<file path="src/rtl/uart_tx_ctrl_pkg.sv">
// Shared UART definitions: FSM state encoding, frame constants and the
// baud divider calculation. Used by the transmitter and the baud generator,
// and intended to be shared with the receive path.
package uart_tx_ctrl_pkg;

    // Transmit FSM states (3-bit encoding shared with the receive path)
    typedef enum logic [2:0] {
        IDLE   = 3'd0,
        START  = 3'd1,
        DATA   = 3'd2,
        PARITY = 3'd3,
        STOP   = 3'd4
    } state_t;

    localparam int unsigned DATA_BITS = 8;
    localparam logic        START_LVL = 1'b0;
    localparam logic        STOP_LVL  = 1'b1;

    // Clocks per bit; integer truncation of CLK_FREQ/BAUD
    function automatic int unsigned calc_div(input int unsigned clk_freq,
                                             input int unsigned baud);
        return clk_freq / baud;
    endfunction

endpackage

</file>
<file path="src/rtl/uart_baud_gen.sv">
// Free-running baud counter, 0..DIV-1.
//   clk   in  system clock
//   rst_n in  synchronous reset, active-low
//   clear in  restart the count at 0 on the next edge
//   tick  out high during the last clock (count DIV-1) of each bit period
module uart_baud_gen
    import uart_tx_ctrl_pkg::*;
#(
    parameter int unsigned CLK_FREQ = 50000000,
    parameter int unsigned BAUD     = 9600
) (
    input  logic clk,
    input  logic rst_n,
    input  logic clear,
    output logic tick
);

    localparam int unsigned DIV = calc_div(CLK_FREQ, BAUD);
    localparam int unsigned CW  = (DIV < 2) ? 1 : $clog2(DIV);

    generate
        if (DIV < 2) begin : g_bad_div
            $error("uart_baud_gen: CLK_FREQ/BAUD must be at least 2");
        end
    endgenerate

    logic [CW-1:0] cnt;

    always_ff @(posedge clk) begin
        if (!rst_n || clear) begin
            cnt <= '0;
        end else if (cnt == CW'(DIV - 1)) begin
            cnt <= '0;
        end else begin
            cnt <= cnt + CW'(1);
        end
    end

    assign tick = (cnt == CW'(DIV - 1));

endmodule

</file>
<file path="src/rtl/uart_tx_ctrl.sv">
// RS232 UART transmitter: start bit, 8 data bits LSB first, optional parity,
// 1 or 2 stop bits. One byte accepted per valid/ready handshake.
//   clk      in      system clock
//   rst_n    in      synchronous reset, active-low
//   tx_data  in  [8] byte to send, sampled on an accepted handshake
//   tx_valid in      tx_data is valid
//   tx_ready out     can accept a byte (IDLE only)
//   rs232_tx out     registered serial line, idles high
//   tx_busy  out     frame in progress
//   tx_done  out     one-cycle pulse as the final stop bit completes
module uart_tx_ctrl
    import uart_tx_ctrl_pkg::*;
#(
    parameter int unsigned CLK_FREQ   = 50000000,
    parameter int unsigned BAUD       = 9600,
    parameter int unsigned PARITY_EN  = 0,
    parameter int unsigned PARITY_ODD = 0,
    parameter int unsigned STOP_BITS  = 1
) (
    input  logic       clk,
    input  logic       rst_n,
    input  logic [7:0] tx_data,
    input  logic       tx_valid,
    output logic       tx_ready,
    output logic       rs232_tx,
    output logic       tx_busy,
    output logic       tx_done
);

    localparam int unsigned DIV = calc_div(CLK_FREQ, BAUD);

    generate
        if (DIV < 2) begin : g_bad_div
            $error("uart_tx_ctrl: CLK_FREQ/BAUD must be at least 2");
        end
        if (STOP_BITS < 1 || STOP_BITS > 2) begin : g_bad_stop
            $error("uart_tx_ctrl: STOP_BITS must be 1 or 2");
        end
    endgenerate

    state_t     state;
    logic [7:0] shreg;
    logic [2:0] bit_idx;
    logic       parity_bit;
    logic       tick;
    logic       accept;

    assign accept = tx_valid & tx_ready;

    // Restarting the counter on acceptance gives the start bit a full DIV clks
    uart_baud_gen #(
        .CLK_FREQ (CLK_FREQ),
        .BAUD     (BAUD)
    ) u_baud (
        .clk   (clk),
        .rst_n (rst_n),
        .clear (accept),
        .tick  (tick)
    );

    // bit_idx counts data bits in DATA and stop bits in STOP
    always_ff @(posedge clk) begin
        if (!rst_n) begin
            state      <= IDLE;
            rs232_tx   <= STOP_LVL;
            tx_ready   <= 1'b1;
            tx_busy    <= 1'b0;
            tx_done    <= 1'b0;
            shreg      <= '0;
            bit_idx    <= '0;
            parity_bit <= 1'b0;
        end else begin
            tx_done <= 1'b0;
            case (state)
                IDLE: begin
                    if (accept) begin
                        shreg      <= tx_data;
                        parity_bit <= (^tx_data) ^ (PARITY_ODD != 0);
                        bit_idx    <= '0;
                        rs232_tx   <= START_LVL;
                        tx_ready   <= 1'b0;
                        tx_busy    <= 1'b1;
                        state      <= START;
                    end
                end
                START: begin
                    if (tick) begin
                        rs232_tx <= shreg[0];
                        shreg    <= shreg >> 1;
                        bit_idx  <= '0;
                        state    <= DATA;
                    end
                end
                DATA: begin
                    if (tick) begin
                        if (bit_idx == 3'(DATA_BITS - 1)) begin
                            bit_idx <= '0;
                            if (PARITY_EN != 0) begin
                                rs232_tx <= parity_bit;
                                state    <= PARITY;
                            end else begin
                                rs232_tx <= STOP_LVL;
                                state    <= STOP;
                            end
                        end else begin
                            rs232_tx <= shreg[0];
                            shreg    <= shreg >> 1;
                            bit_idx  <= bit_idx + 3'd1;
                        end
                    end
                end
                PARITY: begin
                    if (tick) begin
                        rs232_tx <= STOP_LVL;
                        bit_idx  <= '0;
                        state    <= STOP;
                    end
                end
                STOP: begin
                    if (tick) begin
                        if (bit_idx == 3'(STOP_BITS - 1)) begin
                            tx_done  <= 1'b1;
                            tx_ready <= 1'b1;
                            tx_busy  <= 1'b0;
                            state    <= IDLE;
                        end else begin
                            bit_idx <= bit_idx + 3'd1;
                        end
                    end
                end
                default: begin
                    rs232_tx <= STOP_LVL;
                    tx_ready <= 1'b1;
                    tx_busy  <= 1'b0;
                    state    <= IDLE;
                end
            endcase
        end
    end

endmodule
</file>
<file path="config.mk">
export PLATFORM = sky130hd
export DESIGN_NAME = uart_tx_ctrl
export DESIGN_NICKNAME = d
export VERILOG_FILES = /design/src/rtl/uart_tx_ctrl_pkg.sv /design/src/rtl/uart_baud_gen.sv /design/src/rtl/uart_tx_ctrl.sv
export SDC_FILE = /design/constraint.sdc
export NUM_CORES = 1
export LEC_CHECK = 0
export BUFFER_PORTS_ARGS = -buffer_cell sky130_fd_sc_hd__buf_2
export CAP_MARGIN = 20
export CORE_MARGIN = 1.5
export CORE_UTILIZATION = 55
export DETAILED_ROUTE_END_ITERATION = 16
export PLACE_DENSITY = 0.75
export SLEW_MARGIN = 15
export SYNTH_ARGS = -nofsm -noshare
export SYNTH_HDL_FRONTEND = slang
export SYNTH_SLANG_ARGS = --single-unit
</file>
<file path="constraint.sdc">
create_clock -name clk -period 2.11 [get_ports clk]
set_input_delay 0.422 -clock clk [delete_from_list [all_inputs] [get_ports clk]]
set_output_delay 0.422 -clock clk [all_outputs]
set_load 0.005 [all_outputs]
</file>
==> qor.yml, run 1 <==
worst_setup_path:
  required_ns: 2.37
  slowest_stage: "dfxtp_1"
  crit_path_end_kind: "flop"
  r2r_end: "bit_idx[1]"
  crit_chain: "ha_1 > and4_1 > nand3_1 > buf_4 > inv_1 > a21oi_1 > mux2i_1"
  cp_slowest_stage_delay_ns: 0.34
  r2r_slack_ns: 0.27
  arrival_ns: 2.10
  critPathKind: "flop to flop"
  rr_worst_depth: 7
  timing.rr.start: "u_baud.cnt[0]"
  crit_fanout: 8
  critPathLaunchType: "flop"
floorplan:
  fp.dieH_um: 55.8
  rows: 18
  dieArea_um2: 3110
  io_pins: 15
  initial_core_util_pct: 59.7
  die_x_um: 55.8
  coreArea_um2: 2570
timing:
  skew_ns: 0.00432
  slew_violations: 0
  worstMarginPinSlew_ns: 0.581
  timing.final.crit_share_pct: 87.1
  hold_violations: 0
  setup-tns-final_ns: 0
  max_slew_margin_pct: 61.2
  fmax_ghz: 0.544
  period_minus_slack_ns: 1.84
  rsz0062_at_grt: "false"
  finalSetupViolCount: 0
  hold_slack_ns: 0.366
place:
  port_buffers: 14
  dpl.cell_count: 206
  gp_congestion: 0.871
  dpl.hpwl_mm: 2.00
  placed_cell_area_um2: 1620
synth:
  synthFlopType: "dfxtp_1"
  synth_edf_count: 0
  synth_seq_cells: 31
  yosysWarnings: 0
  mappedNetlistArea_um2: 1530
  syn_inst: 169
  ys_async_sr_fraction_pct: 0
  yosysSeqAreaShare_pct: 40.5
  postSynthAreaPerCell_um2: 9.08
  syn_nets: 184
  synth_cell_type_count: 38
clocking:
  cts_tree: "yes"
  post-cts-setup-buffers: 0
  root_buffer: "clkbuf_4"
  cts_sinks: 31
  htree_levels: 2
  cts-resized-gates: 0
  cts_buffers: 5
  hold_buffers: 0
  clockBufferDepth: 2
  clkLatencyLatePin_ns: 0.33
  clk_pin_slew_ns: 0.09
drt:
  vias_per_cell: 5.62
  vias: 1196
  wire_per_inst_um: 12.8
  dr.pass1.iters: 4
  drcViolationCount: 0
  dr.first_iter.drc_count: 18
  wl_mm: 2.73
  antenna_left: 0
finish:
  stdcell_area_um2: 1680
  nets: 198
  fillCellCount: 229
  area_growth_syn_to_layout_pct: 9.22
  multi_input_comb_area_um2: 853
  seq_area_um2: 621
  final_cells: 213
  mostFrequentLayoutCells: "dfxtp_1 (31), nor2_1 (21), nand2_1 (18)"
  num_antenna_cells: 0
  drive_gt1_share_pct: 16.4
  final_common_cell: "dfxtp_1"
global_routing:
  grt_usage_pct: 19.9
  grt_max_degree: 19
  grt_remaining_overflow: 0
  antenna_found_initial: 0
  grt_pass1_vias: 1144
  grt_pass1_wl_mm: 4.86
worst_hold_path:
  min_from: "tx_data[7]"
  whs_endpoint: "shreg[7]"
  hold_path.class: "input port to flop"
  holdPathStages: 3
run:
  maxCapViolCount: 0
pwr:
  p_leak_nw: 0.738
  p_total_w: 0.00113
  ir_drop_mv: 0.646
  p_per_area_nw_per_um2: 673
status:
  status: "complete, no violations"
==> stage by stage <==
| step | util (%) | worst slack (ns) |
|---|---|---|
| 3_5_place_dp | 63.1 | 0.275 |
| 6_report | 65.3 | 0.272 |
| 2_1_floorplan | - | 0.345 |
| 5_1_grt | 65.3 | 0.118 |
| 3_3_place_gp | 63.1 | 0.332 |
| 4_1_cts | 65.3 | 0.262 |
==> worst max-delay path: cells and delay by family (launching register included) <==
kind / cells / cell delay, ns
buffers and inverters: 2 / 0.22
AO/OA/AOI/OAI: 1 / 0.34
flip-flops: 1 / 0.34
adder cells (fa/ha/maj): 1 / 0.27
multiplexers: 1 / 0.23
AND/OR/NAND/NOR: 2 / 0.37
==> logic make-up (layout without fill, tap and decap cells) <==
kind of cell               Yosys count  count (layout)  synth area share [%]
xor gates and xnor gates            11              11                  6.28
AOI/OAI and AO/OA                   26              26                  13.9
adders and majority gates            4               4                  3.26
and+or+nand+nor                     72              72                  25.0
buffers and inverters               14              28                  3.91
DFF                                 31              31                  40.5
muxes                               11              11                  7.18
==> area by class of cell <==
class	count	share of cell area (%)
timing repair buffer	17	5.53
sequential	31	37.0
clock inverter	1	0.299
inverter	4	0.896
clock buffer	6	3.06
tap	30	2.24
multi-input combinational	124	50.9
==> flip-flops by register name, summed over array words and instances (netlist names) <==
name	flops
rs232_tx	1
tx_done	1
shreg	8
tx_busy	1
tx_ready	1
u_baud.cnt	13
bit_idx	3
state	3
==> layer usage <==
layer	wire length, um	GRT usage [%]	up-vias
li1	-	-	629
met1	1290	25.4	539
met2	1280	30.1	21
met3	115	7.67	7
met4	40	8.50	0
met5	0	0	-
==> how the worst max path moves through the flow <==
| stage | end | startpoint | cells past startpoint |
|---|---|---|---|
| finish | bit_idx[1] | u_baud.cnt[0] | 7 |
| global route | bit_idx[2] | u_baud.cnt[0] | 7 |
| CTS | bit_idx[2] | u_baud.cnt[0] | 7 |
| detailed placement | u_baud.cnt[10] | u_baud.cnt[0] | 6 |
| global placement | shreg[5] | bit_idx[0] | 8 |
| floorplan | shreg[5] | bit_idx[0] | 8 |
==> cell usage after synthesis, types with 2 or more instances <==
cell type / n / area [um^2]
o21ai_0: 2 / 10.0
xor2_1: 6 / 52.6
a32oi_1: 2 / 17.5
ha_1: 4 / 50.1
nand2_1: 18 / 67.6
o21ai_1: 2 / 10.0
xnor2_1: 5 / 43.8
nand4_1: 3 / 18.8
and4_1: 4 / 35.0
a21oi_1: 5 / 25.0
o211a_1: 8 / 80.1
nor4b_2: 2 / 30.0
o211ai_1: 2 / 15.0
nand3_1: 7 / 35.0
buf_2: 3 / 15.0
nand4b_1: 2 / 17.5
inv_1: 4 / 15.0
mux2i_1: 11 / 110
clkbuf_1: 6 / 22.5
nor2_1: 21 / 78.8
nand2b_1: 3 / 18.8
dfxtp_1: 31 / 621
and3_1: 3 / 18.8
==> power breakdown <==
part           internal, W  switching, W
Combinational    0.0000682     0.0000728
Sequential        0.000616     0.0000214
Clock             0.000154      0.000194
Note: power is estimated with default switching activity, not from simulation.
==> run 2, diff against run 1 <==
--- a/config.mk
+++ b/config.mk
@@ -5,12 +5,13 @@
 export SDC_FILE = /design/constraint.sdc
 export NUM_CORES = 1
 export LEC_CHECK = 0
-export BUFFER_PORTS_ARGS = -buffer_cell sky130_fd_sc_hd__buf_2
 export CAP_MARGIN = 20
 export CORE_MARGIN = 1.5
 export CORE_UTILIZATION = 55
 export DETAILED_ROUTE_END_ITERATION = 16
-export PLACE_DENSITY = 0.75
+export DONT_BUFFER_PORTS = 1
+export GPL_TIMING_DRIVEN = 0
+export PLACE_DENSITY = 0.7
 export SLEW_MARGIN = 15
 export SYNTH_ARGS = -nofsm -noshare
 export SYNTH_HDL_FRONTEND = slang
==> qor.yml, run 2 (synthesis results as in run 1) <==
global_routing:
  grt_usage_pct: 20.9  # +1.0 points
  grt_max_degree: 11  # -8
  grt_pass1_vias: 1159  # +1.3%
  grt_pass1_wl_mm: 5.10  # +5.0%
  grt_remaining_overflow: 0  # unchanged
  antenna_found_initial: 0  # unchanged
place:
  placed_cell_area_um2: 1570  # -2.9%
  port_buffers: 0  # -14
  gp_congestion: 0.805  # -7.5%
  dpl.hpwl_mm: 2.03  # +1.7%
timing:
  worstMarginPinSlew_ns: 0.515  # -0.0658 ns
  timing.final.crit_share_pct: 93.7  # +6.6 points
  hold_slack_ns: 0.249  # -0.117 ns
  hold_violations: 0  # unchanged
  period_minus_slack_ns: 1.98  # +0.139 ns
  fmax_ghz: 0.506  # -7.1%
  rsz0062_at_grt: "false"
  slew_violations: 0  # unchanged
  skew_ns: 0.00758  # +0.00326 ns
  setup-tns-final_ns: 0  # unchanged
  finalSetupViolCount: 0  # unchanged
  max_slew_margin_pct: 65.5  # +4.3 points
worst_setup_path:
  timing.rr.start: "u_baud.cnt[0]"
  critical_path_depth: 6  # -1
  cp.buffers_inverters: 1  # -1
  slowest_stage: "or4b_1"
  crit_chain: "ha_2 > and4_1 > nand3_1 > buf_2 > or4b_1 > a21boi_1"
  crit_fanout: 10  # +2
  crit_path_end_kind: "flop"
  r2r_end: "state[2]"
  cp_top_family: "simple AND/OR/NAND/NOR gates"
  r2r_slack_ns: 0.13  # -0.14 ns
  required_ns: 2.38  # about the same
  arrival_ns: 2.24  # +0.14 ns
  rr_worst_depth: 6  # -1
  critPathKind: "flop to flop"
  crit_start: "u_baud.cnt[0]"
  cp_slowest_stage_delay_ns: 0.53  # +0.19 ns
  critPathLaunchType: "flop"
  setup.worst_path.end: "state[2]"
drt:
  routed-wl-met3_um: 129  # +12%
  dr.first_iter.drc_count: 26  # +8
  wl_met1_mm: 1.37  # +5.8%
  dr.pass1.iters: 4  # unchanged
  route.met2.wl_mm: 1.35  # +4.8%
  wire_per_inst_um: 13.9  # +8.4%
  vias: 1195  # -0.084%
  routed.top_layer: "met4"
  wl_mm: 2.90  # +5.9%
  drcViolationCount: 0  # unchanged
  antenna_left: 0  # unchanged
  vias_per_cell: 5.75  # +2.3%
pwr:
  swShare_pct: 25.2  # -0.40 points
  p_total_w: 0.00117  # +4.2%
  p_per_area_nw_per_um2: 705  # +4.8%
  p_comb_share_pct: 12.0  # -0.5 points
  seqPwrFrac_pct: 54.1  # -2.5 points
  p_leak_nw: 0.710  # -3.7%
  clockPowerShare_pct: 33.8  # +2.9 points
  ir_drop_mv: 0.549  # -15%
  power.switching_w: 0.000296  # +2.6%
  p_int_w: 0.000878  # +4.8%
finish:
  seq_area_um2: 621  # unchanged
  final_common_cell: "dfxtp_1"
  largest_reg_flops: 13  # unchanged
  regMostFlops: "u_baud.cnt"
  nets: 192  # -3.0%
  num_antenna_cells: 0  # unchanged
  fillCellCount: 237  # +3.5%
  drive_gt1_share_pct: 11.8  # -4.6 points
  stdcell_area_um2: 1670  # -0.60%
  multi_input_comb_area_um2: 870  # +1.9%
  area_growth_syn_to_layout_pct: 8.56
  mostFrequentLayoutCells: "dfxtp_1 (31), nor2_1 (20), nand2_1 (18)"
  top_regs: "u_baud.cnt x13, shreg x8"
clocking:
  clockBufferDepth: 2  # unchanged
  cts_tree: "yes"
  cts_sinks: 31  # unchanged
  cts_buffers: 5  # unchanged
  clkLatencyLatePin_ns: 0.34  # about the same
  htree_levels: 2  # unchanged
  root_buffer: "clkbuf_4"
  clk_pin_slew_ns: 0.10  # about the same
  hold_buffers: 0  # unchanged
floorplan:
  initial_core_util_pct: 59.7  # unchanged
  dieArea_um2: 3110  # unchanged
  fp.dieH_um: 55.8  # unchanged
  die_x_um: 55.8  # unchanged
  coreArea_um2: 2570  # unchanged
  io_pins: 15  # unchanged
  rows: 18  # unchanged
status:
  status: "complete, no violations"
worst_hold_path:
  hold_path.class: "input port to flop"
run:
  maxCapViolCount: 0  # unchanged
==> run 2: cell type report <==
class	count	share of cell area [%]
flip-flops and latches	31	37.3
clock buffers	8	4.13
inverters	4	0.902
repair buffers	1	0.451
plain buffers	10	2.78
multi-input cells	124	52.2
well taps	30	2.25
==> run 2: metal layers <==
metal,GRT usage [%],vias to the layer above
met1,27.3,557
met3,6.98,7
li1,-,612
met4,8.50,0
met5,0,-
met2,32.0,19
==> run 2: what timing repair did <==
| item | CTS | global route |
|---|---|---|
| setup endpoints to repair | 0 | 18 |
| resized for setup | 0 | 5 |
| setup buffers | 0 | 1 |
==> run 2: worst reg2reg max path, delay by kind of cell, from the launching register on <==
family / cells / cell delay, ns
DFF: 1 / 0.36
buffers and inverters: 1 / 0.23
AOI/OAI and AO/OA: 1 / 0.16
and+or+nand+nor: 3 / 0.91
adders and majority gates: 1 / 0.25
==> run 2: stage by stage <==
step                      instances  worst slack (ns)  utilization, %
after global placement          199             0.108            61.2
final                           208             0.133            64.9
after global routing            208            0.0213            64.9
after CTS                       207            0.0606            63.9
after floorplan                 169             0.345               -
after detailed placement        199            0.0673            61.2
==> run 2: how the worst min path moves through the flow <==
stage,start,endpoint,cells past startpoint
after floorplan,u_baud.cnt[0],u_baud.cnt[0],1
after global placement,u_baud.cnt[0],u_baud.cnt[0],1
after detailed placement,u_baud.cnt[0],u_baud.cnt[0],1
after CTS,tx_data[7],shreg[7],2
after global routing,tx_data[7],shreg[7],2
final,tx_data[7],shreg[7],2
==> run 2: power by group through the flow <==
stage	Clock, W	Sequential [W]	Combinational [W]
after global placement	0	0.000648	0.000128
final	0.000397	0.000636	0.000141
after global routing	0.000435	0.000639	0.000158
after detailed placement	0	0.000649	0.000133
after CTS	0.000409	0.000636	0.000133
after floorplan	0	0.000644	0.000112
==> run 3, diff against run 2 <==
==> constraint.sdc (replaced) <==
create_clock -name clk -period 2 [get_ports clk]
set_input_delay 0.4 -clock clk [delete_from_list [all_inputs] [get_ports clk]]
set_output_delay 0.4 -clock clk [all_outputs]
set_load 0.005 [all_outputs]
==> qor.yml, run 3 (synthesis results as in run 1) <==
global_routing:
  antenna_found_initial: 0  # unchanged
  grt_max_degree: 14  # +3
  grt_remaining_overflow: 0  # unchanged
  grt_pass1_vias: 1163  # +0.35%
  grt_usage_pct: 20.9  # -0.049 points
  grt_pass1_wl_mm: 5.09  # -0.27%
floorplan:
  die_x_um: 55.8  # unchanged
  dieArea_um2: 3110  # unchanged
  io_pins: 15  # unchanged
  coreArea_um2: 2570  # unchanged
  initial_core_util_pct: 59.7  # unchanged
  rows: 18  # unchanged
  fp.dieH_um: 55.8  # unchanged
timing:
  finalSetupViolCount: 0  # unchanged
  fmax_ghz: 0.530  # +4.7%
  slew_violations: 0  # unchanged
  hold_slack_ns: 0.217  # -0.0325 ns
  rsz0062_at_grt: "false"
  period_minus_slack_ns: 1.89  # -0.0896 ns
  worstMarginPinSlew_ns: 0.532  # +0.0168 ns
  timing.final.crit_share_pct: 94.4  # +0.67 points
  max_slew_margin_pct: 64.4  # -1.1 points
  hold_violations: 0  # unchanged
  skew_ns: 0.0148  # +0.00724 ns
  setup_ws_ns: 0.113  # -0.0204 ns
clocking:
  clockBufferDepth: 2  # unchanged
  clkLatencyLatePin_ns: 0.34  # about the same
  hold_buffers: 0  # unchanged
  cts_sinks: 31  # unchanged
  root_buffer: "clkbuf_4"
  clk_pin_slew_ns: 0.11  # about the same
  cts_tree: "yes"
  htree_levels: 2  # unchanged
  cts_buffers: 5  # unchanged
worst_setup_path:
  crit_path_end_kind: "flop"
  cp_top_family: "simple AND/OR/NAND/NOR gates"
  rr_worst_depth: 6  # unchanged
  cp.buffers_inverters: 1  # unchanged
  crit_chain: "ha_4 > and4_1 > nand3_2 > buf_4 > or4b_1 > a21boi_1"
  crit_fanout: 10  # unchanged
  timing.rr.start: "u_baud.cnt[0]"
  required_ns: 2.27  # -0.11 ns
  critPathLaunchType: "flop"
  cp_slowest_stage_delay_ns: 0.52  # about the same
  r2r_slack_ns: 0.11  # -0.02 ns
  arrival_ns: 2.15  # -0.09 ns
  slowest_stage: "or4b_1"
  r2r_end: "state[2]"
  critPathKind: "flop to flop"
drt:
  wire_per_inst_um: 14.0  # +0.83%
  dr.pass1.iters: 6  # +2
  dr.first_iter.drc_count: 15  # -42%
  vias_per_cell: 5.74  # about the same
  antenna_left: 0  # unchanged
  vias: 1194  # -0.084%
  drcViolationCount: 0  # unchanged
  wl_mm: 2.92  # +0.83%
finish:
  num_antenna_cells: 0  # unchanged
  drive_gt1_share_pct: 13.5  # +1.7 points
  final_util_pct: 65.8  # +0.97 points
  final_common_cell: "dfxtp_1"
  top_regs: "u_baud.cnt x13, shreg x8"
  regMostFlops: "u_baud.cnt"
  final_cells: 208  # unchanged
  area_growth_syn_to_layout_pct: 10.2
  mostFrequentLayoutCells: "dfxtp_1 (31), nor2_1 (20), nand2_1 (17)"
  nets: 192  # unchanged
  largest_reg_flops: 13  # unchanged
pwr:
  p_leak_nw: 0.718  # +1.1%
  ir_drop_mv: 0.602  # +9.7%
  p_per_area_nw_per_um2: 739  # +4.8%
  p_total_w: 0.00125  # +6.4%
place:
  dpl.hpwl_mm: 2.03  # unchanged
  port_buffers: 0  # unchanged
  dpl.cell_count: 199  # unchanged
  gp_congestion: 0.805  # unchanged
  place_ws_ns: -0.0427  # -0.110 ns
run:
  maxCapViolCount: 0  # unchanged
worst_hold_path:
  hold_path.class: "input port to flop"
  min_from: "tx_data[7]"
  whs_endpoint: "shreg[7]"
  holdPathStages: 2  # unchanged
status:
  status: "complete, no violations"
[run 3: changes by cell type in the layout (fill, tap and decap cells not counted), sizes merged]
cell    change
buf         +1
clkbuf      -1
[run 3: how the worst max path moves through the flow]
stage | startpoint | end | cells after the start
finish | u_baud.cnt[0] | state[2] | 6
global placement | bit_idx[0] | shreg[6] | 8
floorplan | bit_idx[0] | shreg[5] | 8
global route | bit_idx[0] | shreg[5] | 8
detailed placement | bit_idx[0] | shreg[6] | 8
CTS | u_baud.cnt[0] | state[2] | 6
[run 3: worst register-to-register path, stage by stage (launching register included)]
cell,delay [ns]
dfxtp_1,0.40
ha_4,0.19
and4_1,0.24
nand3_2,0.11
buf_4,0.20
or4b_1,0.52
a21boi_1,0.16
[run 3: final cells by class]
type / count / area, um^2
inverter: 4 / 15.0
fill: 236 / 877
tap: 30 / 37.5
multi-input combinational: 124 / 887
buffer: 9 / 48.8
clock buffer: 8 / 68.8
sequential: 31 / 621
timing repair buffer: 2 / 12.5
[run 3: power breakdown]
part | total [W] | leakage, nW | switching, W | internal, W
clock | 0.000422 | 0.0386 | 0.000215 | 0.000207
combinational | 0.000155 | 0.427 | 0.0000812 | 0.0000739
sequential | 0.000672 | 0.253 | 0.0000220 | 0.000650
[run 3: per-stage QoR]
step / TNS [ns] / cell area (um^2)
final: 0 / 1690
after floorplan: 0 / 1530
after global routing: 0 / 1690
after global placement: -0.00192 / 1570
after CTS: -0.0204 / 1650
after detailed placement: -0.150 / 1570
[run 3: per-layer routing]
layer / wire [um] / vias to the layer above / track usage, %
met1: 1430 / 560 / 27.0
met4: 51 / 0 / 8.50
li1: - / 610 / -
met2: 1330 / 18 / 32.1
met3: 112 / 6 / 6.98
met5: 0 / - / 0
[run 3: timing repair]
action                                  in CTS  in global routing
endpoints found under the setup margin      12                 28
endpoints found under the hold margin        0                  0
pin swaps                                    0                  1
resized for setup                            1                 10
cloned                                       0                  1
buffers inserted                             0                  1
